===== src/rtl/stream_pacer_pkg.sv =====
// stream_pacer_pkg: shared FSM state type and level-width helper for the stream pacer.
`default_nettype none

package stream_pacer_pkg;

  typedef enum logic [0:0] {
    ST_IDLE = 1'b0,
    ST_RUN  = 1'b1
  } state_e;

  function automatic int level_width(input int depth);
    return $clog2(depth) + 1;
  endfunction

endpackage

`default_nettype wire


===== src/rtl/stream_pacer_if.sv =====
// stream_pacer_if: upstream valid/ready word stream feeding the pacer FIFO.
`default_nettype none

interface stream_pacer_if #(
  parameter int WIDTH = 8
) ();

  logic             s_valid;
  logic             s_ready;
  logic [WIDTH-1:0] s_data;

  modport master (output s_valid, output s_data, input s_ready);
  modport slave  (input s_valid, input s_data, output s_ready);

endinterface

`default_nettype wire


===== src/rtl/pacer_fifo.sv =====
// pacer_fifo: synchronous FIFO with push/pop/flush; extra pointer bit separates full from empty.
`default_nettype none

module pacer_fifo
  import stream_pacer_pkg::*;
#(
  parameter int WIDTH = 8,
  parameter int DEPTH = 4
) (
  input  logic                          clk_i,
  input  logic                          rstn_i,
  input  logic                          push_i,
  input  logic                          pop_i,
  input  logic                          flush_i,
  input  logic [WIDTH-1:0]              wdata_i,
  output logic [WIDTH-1:0]              rdata_o,
  output logic                          full_o,
  output logic                          empty_o,
  output logic [level_width(DEPTH)-1:0] level_o
);

  localparam int AW = $clog2(DEPTH);

  logic [WIDTH-1:0] mem_q [DEPTH];
  logic [AW:0]      wr_ptr_q, wr_ptr_d;
  logic [AW:0]      rd_ptr_q, rd_ptr_d;

  assign empty_o = (wr_ptr_q == rd_ptr_q);
  assign full_o  = (wr_ptr_q[AW] != rd_ptr_q[AW]) && (wr_ptr_q[AW-1:0] == rd_ptr_q[AW-1:0]);
  assign level_o = wr_ptr_q - rd_ptr_q;
  assign rdata_o = mem_q[rd_ptr_q[AW-1:0]];

  always_comb begin
    wr_ptr_d = wr_ptr_q;
    rd_ptr_d = rd_ptr_q;
    if (flush_i) begin
      wr_ptr_d = '0;
      rd_ptr_d = '0;
    end else begin
      if (push_i && !full_o)  wr_ptr_d = wr_ptr_q + 1'b1;
      if (pop_i  && !empty_o) rd_ptr_d = rd_ptr_q + 1'b1;
    end
  end

  always_ff @(posedge clk_i) begin
    if (!rstn_i) begin
      wr_ptr_q <= '0;
      rd_ptr_q <= '0;
    end else begin
      wr_ptr_q <= wr_ptr_d;
      rd_ptr_q <= rd_ptr_d;
    end
  end

  // Storage needs no reset: occupancy is governed entirely by the pointers.
  always_ff @(posedge clk_i) begin
    if (push_i && !full_o && !flush_i) begin
      mem_q[wr_ptr_q[AW-1:0]] <= wdata_i;
    end
  end

endmodule

`default_nettype wire


===== src/rtl/stream_pacer.sv =====
// stream_pacer: buffers upstream words and releases one every period_i cycles as an enable/data strobe.
`default_nettype none

module stream_pacer
  import stream_pacer_pkg::*;
#(
  parameter int WIDTH        = 8,
  parameter int DEPTH        = 4,
  parameter int PERIOD_WIDTH = 8
) (
  input  logic                          clk_i,
  input  logic                          rstn_i,
  input  logic                          run_i,
  input  logic                          flush_i,
  input  logic [PERIOD_WIDTH-1:0]       period_i,
  stream_pacer_if.slave                 s_if,
  output logic                          enable_o,
  output logic [WIDTH-1:0]              data_o,
  output logic                          underrun_o,
  output logic [level_width(DEPTH)-1:0] level_o
);

  state_e                  state_q, state_d;
  logic [PERIOD_WIDTH-1:0] cnt_q, cnt_d;
  logic [PERIOD_WIDTH-1:0] period_m1;
  logic                    enable_q, enable_d;
  logic                    underrun_q, underrun_d;
  logic [WIDTH-1:0]        data_q, data_d;
  logic                    rdy_q;
  logic                    tick;
  logic                    pop;
  logic                    push;
  logic                    fifo_full;
  logic                    fifo_empty;
  logic [WIDTH-1:0]        fifo_rdata;

  // A zero period behaves as a one-cycle period.
  assign period_m1 = (period_i == '0) ? '0 : period_i - 1'b1;

  assign s_if.s_ready = rdy_q && !fifo_full;
  assign push         = s_if.s_valid && s_if.s_ready && !flush_i;

  pacer_fifo #(
    .WIDTH (WIDTH),
    .DEPTH (DEPTH)
  ) u_fifo (
    .clk_i   (clk_i),
    .rstn_i  (rstn_i),
    .push_i  (push),
    .pop_i   (pop),
    .flush_i (flush_i),
    .wdata_i (s_if.s_data),
    .rdata_o (fifo_rdata),
    .full_o  (fifo_full),
    .empty_o (fifo_empty),
    .level_o (level_o)
  );

  always_comb begin
    state_d    = state_q;
    cnt_d      = cnt_q;
    enable_d   = 1'b0;
    underrun_d = 1'b0;
    data_d     = data_q;
    tick       = 1'b0;
    pop        = 1'b0;
    case (state_q)
      ST_IDLE: begin
        if (run_i) begin
          state_d = ST_RUN;
          cnt_d   = period_m1;
        end
      end
      ST_RUN: begin
        if (cnt_q == '0) begin
          tick  = 1'b1;
          cnt_d = period_m1;
        end else begin
          cnt_d = cnt_q - 1'b1;
        end
        if (!run_i) state_d = ST_IDLE;
      end
      default: state_d = ST_IDLE;
    endcase
    // A flush swallows the tick: no strobe and no underrun that cycle.
    if (tick && !flush_i) begin
      if (!fifo_empty) begin
        pop      = 1'b1;
        enable_d = 1'b1;
        data_d   = fifo_rdata;
      end else begin
        underrun_d = 1'b1;
      end
    end
  end

  always_ff @(posedge clk_i) begin
    if (!rstn_i) begin
      state_q    <= ST_IDLE;
      cnt_q      <= '0;
      enable_q   <= 1'b0;
      underrun_q <= 1'b0;
      data_q     <= '0;
      rdy_q      <= 1'b0;
    end else begin
      state_q    <= state_d;
      cnt_q      <= cnt_d;
      enable_q   <= enable_d;
      underrun_q <= underrun_d;
      data_q     <= data_d;
      rdy_q      <= 1'b1;
    end
  end

  assign enable_o   = enable_q;
  assign underrun_o = underrun_q;
  assign data_o     = data_q;

endmodule

`default_nettype wire

===== src/flat_wrapper.sv =====
// flat-port wrapper written by rule: the top's interface ports become plain ports
module stream_pacer_flat import stream_pacer_pkg::*;
#(
  parameter int WIDTH        = 8,
  parameter int DEPTH        = 4,
  parameter int PERIOD_WIDTH = 8
)
  (clk_i, rstn_i, run_i, flush_i, period_i, enable_o, data_o, underrun_o, level_o, s_if_s_valid, s_if_s_data, s_if_s_ready);
  stream_pacer_if #(.WIDTH(WIDTH)) s_if_i ();
  input  logic clk_i;
  input  logic rstn_i;
  input  logic run_i;
  input  logic flush_i;
  input  logic [PERIOD_WIDTH-1:0] period_i;
  output logic enable_o;
  output logic [WIDTH-1:0] data_o;
  output logic underrun_o;
  output logic [level_width(DEPTH)-1:0] level_o;
  input wire logic [$bits(s_if_i.s_valid)-1:0] s_if_s_valid;
  input wire logic [$bits(s_if_i.s_data)-1:0] s_if_s_data;
  output wire logic [$bits(s_if_i.s_ready)-1:0] s_if_s_ready;
  assign s_if_i.s_valid = s_if_s_valid;
  assign s_if_i.s_data = s_if_s_data;
  assign s_if_s_ready = s_if_i.s_ready;
  stream_pacer #(.WIDTH(WIDTH), .DEPTH(DEPTH), .PERIOD_WIDTH(PERIOD_WIDTH)) u_core (.clk_i(clk_i), .rstn_i(rstn_i), .run_i(run_i), .flush_i(flush_i), .period_i(period_i), .s_if(s_if_i), .enable_o(enable_o), .data_o(data_o), .underrun_o(underrun_o), .level_o(level_o));
endmodule

===== config.mk =====
export PLATFORM = sky130hd
export DESIGN_NAME = stream_pacer_flat
export DESIGN_NICKNAME = d
export VERILOG_FILES = /design/src/rtl/stream_pacer_pkg.sv /design/src/rtl/stream_pacer_if.sv /design/src/rtl/pacer_fifo.sv /design/src/rtl/stream_pacer.sv /design/src/flat_wrapper.sv
export SDC_FILE = /design/constraint.sdc
export NUM_CORES = 1
export LEC_CHECK = 0
export ABC_AREA = 0
export BUFFER_PORTS_ARGS = -buffer_cell sky130_fd_sc_hd__buf_2
export CAP_MARGIN = 15
export CORE_ASPECT_RATIO = 1.75
export CORE_MARGIN = 8
export CORE_UTILIZATION = 50
export DETAILED_ROUTE_END_ITERATION = 8
export PLACE_DENSITY = 0.7
export SKIP_LAST_GASP = 1
export SLEW_MARGIN = 20
export SYNTH_ARGS = -nofsm -noshare
export SYNTH_HDL_FRONTEND = slang
export SYNTH_HIERARCHICAL = 1
export SYNTH_SLANG_ARGS = --single-unit

===== constraint.sdc =====
create_clock -name clk_i -period 2.9 [get_ports clk_i]
set_input_delay 0.145 -clock clk_i [delete_from_list [all_inputs] [get_ports clk_i]]
set_output_delay 0.145 -clock clk_i [all_outputs]
set_load 0.02 [all_outputs]

==> impl_metrics.env <==
export IMPL_status="completed"
export IMPL_slew_limit_headroom=0.441
export IMPL_startpoint_type="flop"
export IMPL_grt_overflow_total=0
export IMPL_dr_wl_met3_um=231
export IMPL_path_cells="inv_1 -> ha_1 -> nand2_1 -> nor2_1 -> nor2b_1 -> and3b_1 -> o21ai_4 -> nor3b_1 -> buf_4"
export IMPL_timing_critical_path_slowest_stage_cell="dfxtp_1"
export IMPL_skew_ns=0.00572
export IMPL_clock_sinks=60
export IMPL_grt_usage=0.145
export IMPL_powerDensity_nw_per_um2=532
export IMPL_core_region_area_um2=5500
export IMPL_ys_seq_area_frac=0.544
export IMPL_wire_per_inst_um=16.3
export IMPL_fp_dieW_um=72.5
export IMPL_async_reset_ff_frac=0
export IMPL_fill_cells=494
export IMPL_fin_crit_ns=2.28
export IMPL_wl_met1_mm=2.09
export IMPL_cpPeakStageDelay_ns=0.38
export IMPL_highest_layer="met4"
export IMPL_yosys_warnings=6
export IMPL_synth_edf_count=32
export IMPL_setup_violations=0
export IMPL_cts_tree="yes"
export IMPL_diodes=0
export IMPL_numPortBuffers=34
export IMPL_max_freq_mhz=439
export IMPL_synth_area_leader_cell="edfxtp_1"
export IMPL_worst_ep_required_time_ns=2.93
export IMPL_crit_path_end_kind="flop"
export IMPL_netlist_instances=219
export IMPL_routed_wl_mm=5.60
export IMPL_slew_viol_final=0
export IMPL_ios=35
export IMPL_yosysUniqueCellTypes=42
export IMPL_antenna_found_initial=0
export IMPL_tritoncts_num_buffers=9
export IMPL_pre_cts_slack_ns=0.649
export IMPL_drv_cap=0
export IMPL_synth_top_cell_area_share=0.344
export IMPL_dr_total_vias=1834
export IMPL_drive_above_1_share=0.272
export IMPL_met2_length_mm=3.14
export IMPL_fp_row_count=36
export IMPL_synth_area_per_cell_um2=12.8
export IMPL_grt_max_degree=23
export IMPL_ant_nets=0
export IMPL_initial_core_util=0.509
export IMPL_min_path_type="input pin to flop"
export IMPL_die_height_um=115
export IMPL_cts_hold_buffers=0
export IMPL_finalCritPeriodShare=0.786
export IMPL_syn_cell_area_um2=2800
export IMPL_clk_path_buf_depth=2
export IMPL_fin_nets=296
export IMPL_tns_ns=0
export IMPL_peakVddDrop_v=0.000286
export IMPL_synth_flop_cell="edfxtp_1"
export IMPL_final_hold_viol_count=0
export IMPL_clk_latency_ns=0.33
export IMPL_rsz0062_at_grt="no"
export IMPL_area_growth_pct=16.6
export IMPL_cts_setup_buffers=0
export IMPL_htreeDepth=3
export IMPL_grt_pass1_vias=1918
export IMPL_viasPerCell=5.33
export IMPL_cts_root_buf="clkbuf_8"
export IMPL_synthesis_nets=252
export IMPL_dr_pass1_iters=4
export IMPL_grt_pass1_wl_mm=9.07
export IMPL_post_cts_resized=0
export IMPL_yosys_top_cells_area="edfxtp_1 (34%), dfxtp_1 (20%), mux4_2 (6.4%)"
export IMPL_hpwl_mm=4.19
export IMPL_p_leak_nw=1.23
export IMPL_criticalPathCategory="flop to flop"
export IMPL_crit_fanout=8
export IMPL_drc=0
export IMPL_tightest_slew_ns=0.836
export IMPL_ys_ff_latch=60
export IMPL_gp_congestion=0.794
export IMPL_cp_data_arrival_time_ns=2.31
export IMPL_fin_ws_ns=0.621
export IMPL_clkTransAtPathRegs_ns=0.07
export IMPL_drt_iter0_markers=94
export IMPL_die_area_um2=8340
==> worst max-delay path, delay by kind of cell, from the launching register on <==
kind / cells / cell delay [ns]
and+or+nand+nor: 5 / 0.80
adders and majority gates: 1 / 0.33
DFF: 1 / 0.38
buffers and inverters: 2 / 0.33
AOI/OAI and AO/OA: 1 / 0.12
==> cell families after synthesis <==
kind of cell | share of synthesized area
simple gates | 0.132
flops | 0.544
compound gates | 0.0801
mux | 0.118
buf+inv | 0.0295
xor+xnor | 0.0403
fa+ha+maj | 0.0564
==> routing by layer <==
layer / track usage / vias up
li1: - / 891
met4: 0.0901 / 0
met1: 0.138 / 898
met5: 0 / -
met2: 0.267 / 34
met3: 0.0341 / 11
==> area by class of cell <==
class	instances	area (µm²)	share of cell area
inverters	14	52.6	0.0161
clock inverters	6	40.0	0.0123
repair buffers	40	215	0.0660
clock buffers	10	138	0.0422
multi-input cells	138	1200	0.368
well taps	76	95.1	0.0292
flip-flops and latches	60	1520	0.467
==> Yosys cell counts (3+ instances only) <==
cell type	instances
and2_1	3
nor3_1	4
nor3b_1	5
nor2_1	9
dfxtp_1	28
xnor2_1	7
xor2_1	4
clkbuf_1	3
nor4_1	6
inv_1	14
nand4_1	4
ha_1	11
mux2i_1	15
nand2b_1	6
mux4_2	8
edfxtp_1	32
buf_2	3
o211a_1	4
nor2b_1	10
o221ai_1	4
nand2_1	15
==> state kept, by name, indices dropped and copies added, names as in the netlist, named ones only <==
name,flops
u_core/u_fifo/rd_ptr_q,3
u_core/cnt_q,8
u_core/underrun_o,1
u_core/state_q,1
u_core/rdy_q,1
u_core/enable_o,1
u_core/u_fifo/mem_q,32
u_core/u_fifo/wr_ptr_q,3
u_core/data_o,8
==> worst paths after layout <==
| check | cells past startpoint | from | slack, ns | to |
|---|---|---|---|---|
| worst min register to register | 2 | u_core/u_fifo/wr_ptr_q[0] | 0.50 | u_core/u_fifo/wr_ptr_q[0] |
| worst min-delay path | 1 | s_if_s_data[5] | 0.03 | u_core/u_fifo/mem_q[0][5] |
| worst max-delay path | 9 | u_core/u_fifo/wr_ptr_q[0] | 0.62 | u_core/u_fifo/mem_q[1][2] |
| worst max register to register | 9 | u_core/u_fifo/wr_ptr_q[0] | 0.62 | u_core/u_fifo/mem_q[1][2] |
==> power breakdown <==
part	switching, mW	internal, mW	total (mW)
combinational	0.0850	0.0685	0.153
clock	0.323	0.329	0.652
sequential	0.0193	0.909	0.929
total	0.427	1.31	1.73
==> metrics by stage <==
stage	total power, mW	instance area (µm²)	hold WS, ns	std cells	util
2_1_floorplan	1.05	2800	0.173	219	-
3_3_place_gp	1.10	3080	0.364	328	0.561
3_5_place_dp	1.10	3080	0.373	328	0.561
4_1_cts	1.76	3260	0.0144	344	0.593
5_1_grt	1.82	3260	0.0217	344	0.593
6_report	1.73	3260	0.0332	344	0.593
==> placed cells by master, fill, tap and decap left out, types with 6 or more instances in the layout <==
cell type,count
nor2_1,9
edfxtp_1,32
mux4_2,8
nor2b_1,10
nand2b_1,6
clkbuf_8,10
ha_1,11
xnor2_1,7
buf_4,6
dfxtp_1,28
inv_1,14
mux2i_1,15
nand2_1,15
buf_2,34
(Power assumes the default switching activity.)
